File: src/rtl/uart_baud_tick_gen.sv
// Fractional-N baud tick generator shared by UART TX and RX.
// Produces an OVERSAMPLE x baud sample tick plus mid-bit and bit-boundary ticks.
module uart_baud_tick_gen #(
  parameter int unsigned SYS_CLK_FREQ = 200_000_000,
  parameter int unsigned BAUD_RATE    = 19200,
  parameter int unsigned OVERSAMPLE   = 16,
  parameter int unsigned DIV_INT_W    = 16,
  parameter int unsigned DIV_FRAC_W   = 4
) (
  input  logic                          sys_clk,
  input  logic                          reset_n,
  input  logic                          enable,
  input  logic [DIV_INT_W-1:0]          div_int,
  input  logic [DIV_FRAC_W-1:0]         div_frac,
  input  logic                          div_load,
  input  logic                          resync,
  output logic                          sample_tick,
  output logic                          mid_tick,
  output logic                          bit_tick,
  output logic [$clog2(OVERSAMPLE)-1:0] sample_idx,
  output logic                          cfg_err
);

  localparam int unsigned IDX_W = $clog2(OVERSAMPLE);
  localparam int unsigned CNT_W = DIV_INT_W + 1;

  // Reset divisor rounded to nearest in units of 1/2^DIV_FRAC_W sys_clk cycles.
  localparam logic [63:0] DEF_NUM  = 64'(SYS_CLK_FREQ) << DIV_FRAC_W;
  localparam logic [63:0] DEF_DEN  = 64'(BAUD_RATE) * 64'(OVERSAMPLE);
  localparam logic [63:0] DEF_DIV  = (DEF_NUM + (DEF_DEN >> 1)) / DEF_DEN;
  localparam logic [DIV_FRAC_W-1:0] DEF_FRAC = DEF_DIV[DIV_FRAC_W-1:0];
  localparam logic [DIV_INT_W-1:0]  DEF_INT  = DEF_DIV[DIV_FRAC_W +: DIV_INT_W];

  localparam logic [IDX_W-1:0] MID_IDX  = IDX_W'(OVERSAMPLE / 2 - 1);
  localparam logic [IDX_W-1:0] LAST_IDX = IDX_W'(OVERSAMPLE - 1);

  logic [DIV_INT_W-1:0]  curInt_q,  curInt_d;
  logic [DIV_FRAC_W-1:0] curFrac_q, curFrac_d;
  logic [CNT_W-1:0]      cnt_q,     cnt_d;
  logic [DIV_FRAC_W-1:0] acc_q,     acc_d;
  logic                  extra_q,   extra_d;
  logic [IDX_W-1:0]      idx_q,     idx_d;
  logic                  enDly_q;
  logic                  sampleTick_q, sampleTick_d;
  logic                  midTick_q,    midTick_d;
  logic                  bitTick_q,    bitTick_d;
  logic                  cfgErr_q,     cfgErr_d;

  logic                  loadOk;
  logic                  loadBad;
  logic                  phaseClear;
  logic                  term;
  logic                  tickNow;
  logic [CNT_W-1:0]      termCnt;
  logic [DIV_FRAC_W:0]   fracSum;

  // The first enabled cycle acts as a phase clear, so a rising enable
  // behaves like resync and the first tick lands cur_int+1 cycles out.
  always_comb begin
    loadOk     = div_load && (div_int >= DIV_INT_W'(2));
    loadBad    = div_load && (div_int <  DIV_INT_W'(2));
    phaseClear = !enable || !enDly_q || loadOk || resync;
    termCnt    = CNT_W'(curInt_q) - CNT_W'(1) + CNT_W'(extra_q);
    term       = enable && (cnt_q == termCnt);
    tickNow    = term && !phaseClear;
    fracSum    = {1'b0, acc_q} + {1'b0, curFrac_q};

    curInt_d     = curInt_q;
    curFrac_d    = curFrac_q;
    cnt_d        = cnt_q + CNT_W'(1);
    acc_d        = acc_q;
    extra_d      = extra_q;
    idx_d        = idx_q;
    sampleTick_d = tickNow;
    midTick_d    = tickNow && (idx_q == MID_IDX);
    bitTick_d    = tickNow && (idx_q == LAST_IDX);
    cfgErr_d     = loadBad;

    if (loadOk) begin
      curInt_d  = div_int;
      curFrac_d = div_frac;
    end

    if (phaseClear) begin
      cnt_d   = '0;
      acc_d   = '0;
      extra_d = 1'b0;
      idx_d   = '0;
    end else if (term) begin
      cnt_d   = '0;
      acc_d   = fracSum[DIV_FRAC_W-1:0];
      extra_d = fracSum[DIV_FRAC_W];
      idx_d   = idx_q + IDX_W'(1);
    end
  end

  always_ff @(posedge sys_clk or negedge reset_n) begin
    if (!reset_n) begin
      curInt_q     <= DEF_INT;
      curFrac_q    <= DEF_FRAC;
      cnt_q        <= '0;
      acc_q        <= '0;
      extra_q      <= 1'b0;
      idx_q        <= '0;
      enDly_q      <= 1'b0;
      sampleTick_q <= 1'b0;
      midTick_q    <= 1'b0;
      bitTick_q    <= 1'b0;
      cfgErr_q     <= 1'b0;
    end else begin
      curInt_q     <= curInt_d;
      curFrac_q    <= curFrac_d;
      cnt_q        <= cnt_d;
      acc_q        <= acc_d;
      extra_q      <= extra_d;
      idx_q        <= idx_d;
      enDly_q      <= enable;
      sampleTick_q <= sampleTick_d;
      midTick_q    <= midTick_d;
      bitTick_q    <= bitTick_d;
      cfgErr_q     <= cfgErr_d;
    end
  end

  assign sample_tick = sampleTick_q;
  assign mid_tick    = midTick_q;
  assign bit_tick    = bitTick_q;
  assign sample_idx  = idx_q;
  assign cfg_err     = cfgErr_q;

endmodule
File: config.mk
export PLATFORM = sky130hd
export DESIGN_NAME = uart_baud_tick_gen
export DESIGN_NICKNAME = d
export VERILOG_FILES = /design/src/rtl/uart_baud_tick_gen.sv
export SDC_FILE = /design/constraint.sdc
export NUM_CORES = 1
export LEC_CHECK = 0
export ABC_CLOCK_PERIOD_IN_PS = 4000
export BUFFER_PORTS_ARGS = -buffer_cell sky130_fd_sc_hd__buf_2
export CAP_MARGIN = 15
export CORE_MARGIN = 4
export CORE_UTILIZATION = 45
export CTS_CLUSTER_SIZE = 20
export DETAILED_ROUTE_END_ITERATION = 10
export PLACE_DENSITY_LB_ADDON = 0.05
export SYNTH_ARGS = -nofsm -noshare
export SYNTH_HDL_FRONTEND = slang
export SYNTH_SLANG_ARGS = --single-unit
File: constraint.sdc
create_clock -name sys_clk -period 4 [get_ports sys_clk]
set_input_delay 0.6 -clock sys_clk [delete_from_list [all_inputs] [get_ports sys_clk]]
set_output_delay 0.6 -clock sys_clk [all_outputs]
set_load 0.05 [all_outputs]
==> out/summary.txt <==
=================================================================================
Leakage power                                                         0.001464 uW
Filler cell count in the final layout                                         591
Layout cells sized above 1                                                 22.35%
Worst-path fanout max                                                          12
Wire per inst                                                            16.68 um
Run status                                                           finished, final reports clean
Synthesized area                                                       3080 sq um
Vias                                                                        2,401
Count of unique library cells instantiated by Yosys                            55
Routed vias/inst                                                            5.636
Sequential area share after synthesis                                      41.67%
Antenna fix cells                                                               0
Die height                                                               90.74 um
Number of top-level design ports                                               33
Die outline width                                                        90.74 um
Initial core utilization                                                   47.43%
Async S/R FF share, synth                                                  100.0%
Final antenna-violating net count                                               0
Global routing met2 resource utilization                                   26.68%
Maximum buffer depth of the clock tree                                          2
Final worst setup slack                                                  362.2 ps
Antenna violations before repair                                                0
Post-Place Cell Area                                                   3302 sq um
First-pass GRT wire length                                              11,880 um
Number of cells produced by synthesis                                         317
Power density over the cells                                         327.5 nW/um^2
Adder and majority cell fraction of the synthesized area                   3.899%
Synthesis Warnings                                                              0
Area fraction in and, or, nand and nor cells after synthesis               24.45%
Hold/Removal Path Class                                              input pin to asynchronous set/reset pin
DRC violation count after routing                                               0
Required time at the endpoint of the critical path                        4230 ps
Crit-path leading delay family                                       simple AND/OR/NAND/NOR gates
Post-route setup TNS                                                         0 ps
Post-Synth XOR/XNOR Area                                                   9.098%
Largest net degree at the start of global routing                              52
GRT Residual Overflow                                                           0
Detailed-router iteration count before antenna repair                           4
Number of setup violations in the final report                                  0
Mean instance size in the synthesized netlist                         9.718 sq um
Remaining max-slew budget at the tightest pin                              29.86%
Global Route met1 Usage                                                    26.93%
Stage delay of the slowest cell on the critical path                       730 ps
Maximum ir drop on the vdd rail                                       0.0001682 V
Post-layout power                                                         1121 uW
Arrival time at the worst endpoint                                        3870 ps
Count of H-tree levels built during CTS                                         2
Clock-pin slew on the worst setup and hold paths                           100 ps
Post-CTS Repair Setup Buffers                                                   0
Vias in the first global route                                              2,329
CP Capture Type                                                         flip-flop
Startpoint kind of the worst setup timing path                          flip-flop
Final cell area excluding filler cells                                 3423 sq um
Post_cts resized                                                                0
Register bit count reported by yosys                                           51
Cell-by-cell listing of the critical path                            inv_1 > ha_1 > ha_1 > nor4b_1 > a21oi_1 > nor4_1 > o2111ai_1 > or4_4 > or4_1 > a21oi_1
Share of the synthesized area in compound gates (AO/OA/AOI/OAI)            10.84%
Die area                                                               8233 sq um
Number of nets produced by synthesis                                          351
Std cell rows                                                                  29
Clock insertion delay at the later pin of the skew report                  310 ps
Total Nets Final                                                              382
Clock period minus final worst setup slack                                3638 ps
TritonCTS sink count                                                           51
Routability cong.                                                          0.8964
Dominant combinational cell family by area after synthesis           simple AND/OR/NAND/NOR gates
Clock tree from TritonCTS                                                    done
Highest-utilization routing layer at the global route stage                  met1
Clock Skew                                                               6.610 ps
Max Fclk                                                                274.9 MHz
Number of maximum-capacitance constraint violations                             0
Number of buffers inserted during clock tree synthesis                          5
Slowest cell on the critical path                                         nor4b_1
Final slew viol count                                                           0
WS Path Type                                                         flip-flop to flip-flop
Placeable core region                                                  6495 sq um
P&R area growth vs syn                                                     11.13%
Total Routed Length                                                       7107 um
Met3 capacity usage during global routing                                  2.917%
Most used flip-flop cell after synthesis                                  dfrtp_1
Transition time at the pin with the least slew margin                     1045 ps
Setup repair after global routing missed its margin                            no
Total global-route track usage                                             18.02%
Clock Tree Root                                                          clkbuf_8
Number of buffer and inverter instances along the worst setup path              1
Quantity of I/O buffers inserted on ports                                      32
Setup Slack @ Placement                                                  500.5 ps
Starting DRT DRC Count                                                        120
Final HPWL from detailed placement                                        5353 um
Final critical-path share of the clock period                              90.95%
Multiplexer share of the synthesized area                                  6.824%
Number of synthesized flops with an enable pin                                  0
Number of hold-repair buffers added at the cts stage                            0
Hold violation total from the final report                                      0
=================================================================================
## cells in the final DEF (no fill, tap or decap), drive strengths merged, types with 9 or more instances in the layout
master	synthesis	layout
nor2	30	30
inv	9	10
o21ai	15	15
nor3	9	9
a21oi	15	15
nor4	10	10
nand3	15	15
xnor2	13	13
mux2	16	16
xor2	19	19
nand2	17	17
buf	6	36
dfrtp	45	45
and3	9	9
## through the flow
step,std cells,hold slack [ps],util (%)
finish,426,385.9,52.71
global placement,418,498.2,50.84
floorplan,317,304.4,-
CTS,426,421.8,52.71
detailed placement,418,511.9,50.84
global route,426,420.7,52.71
## cell type report
cell class                 instances  area (sq um)  share of cell area, %
sequential                        51          1284                  37.50
inverter                           9         33.78                 0.9868
clock buffer                       6         82.58                  2.412
timing repair buffer              36         190.2                  5.556
multi-input combinational        245          1698                  49.60
tap                               77         96.34                  2.814
clock inverter                     2         38.79                  1.133
## flip-flops by register name (all words and copies together), names as in the netlist
signal,count
cnt_q,17
mid_tick,1
curFrac_q,4
bit_tick,1
acc_q,4
curInt_q,16
sample_idx,4
sample_tick,1
cfg_err,1
enDly_q,1
extra_q,1
## synth_stat cells (all sizes together), types with 4 or more instances
cell,count,share of area [%]
xor2,19,5.4
and3,9,2.0
nor4,10,2.0
buf,6,1.4
xnor2,13,3.7
clkbuf,6,0.73
or3,4,0.81
dfrtp,45,37
nand2,17,2.1
a21o,4,0.97
nor3,9,1.8
or4,5,1.5
ha,8,3.2
nor2,30,3.7
mux2,16,5.8
and2,4,0.81
a21oi,15,2.4
o21ai,15,2.4
nand3,15,2.4
dfstp,6,5.1
nand2b,6,1.2
nand4,6,1.2
inv,9,1.1
## power by group
group          internal, uW  switching (uW)  leakage [uW]
clock                   206             181     0.0000618
sequential              541            31.4      0.000658
combinational          72.9            89.6      0.000744
total                   819             302       0.00146
## worst paths after layout
kind                                            from                        end  slack, ps  cells past startpoint
max reg2reg                      extra_q$_DFFE_PN0P_  sample_idx[3]$_DFFE_PN0P_        360                     10
max                              extra_q$_DFFE_PN0P_  sample_idx[3]$_DFFE_PN0P_        360                     10
min                                          reset_n          cfg_err$_DFF_PN0_        390                      2
min in group sys_clk                          enable          enDly_q$_DFF_PN0_        430                      1
max in group asynchronous                    reset_n       acc_q[0]$_DFFE_PN0P_       3170                      2
min reg2reg                sample_idx[3]$_DFFE_PN0P_         mid_tick$_DFF_PN0_        530                      1
## metal layers
metal	wire length, um	vias up	part of all wire, %
li1	-	1210	-
met1	3642	1142	51
met5	0	-	0
met2	3027	43	43
met4	119	0	1.7
met3	318	6	4.5
## cell families (layout without fill, tap and decap cells)
| logic type | after synthesis | in the layout |
|---|---|---|
| and+or+nand+nor | 132 | 132 |
| AOI/OAI and AO/OA | 53 | 53 |
| DFF | 51 | 51 |
| xor gates and xnor gates | 32 | 32 |
| buffers and inverters | 21 | 53 |
| muxes | 19 | 19 |
| adders and majority gates | 9 | 9 |
No activity file was read; power rests on OpenSTA's default activity.
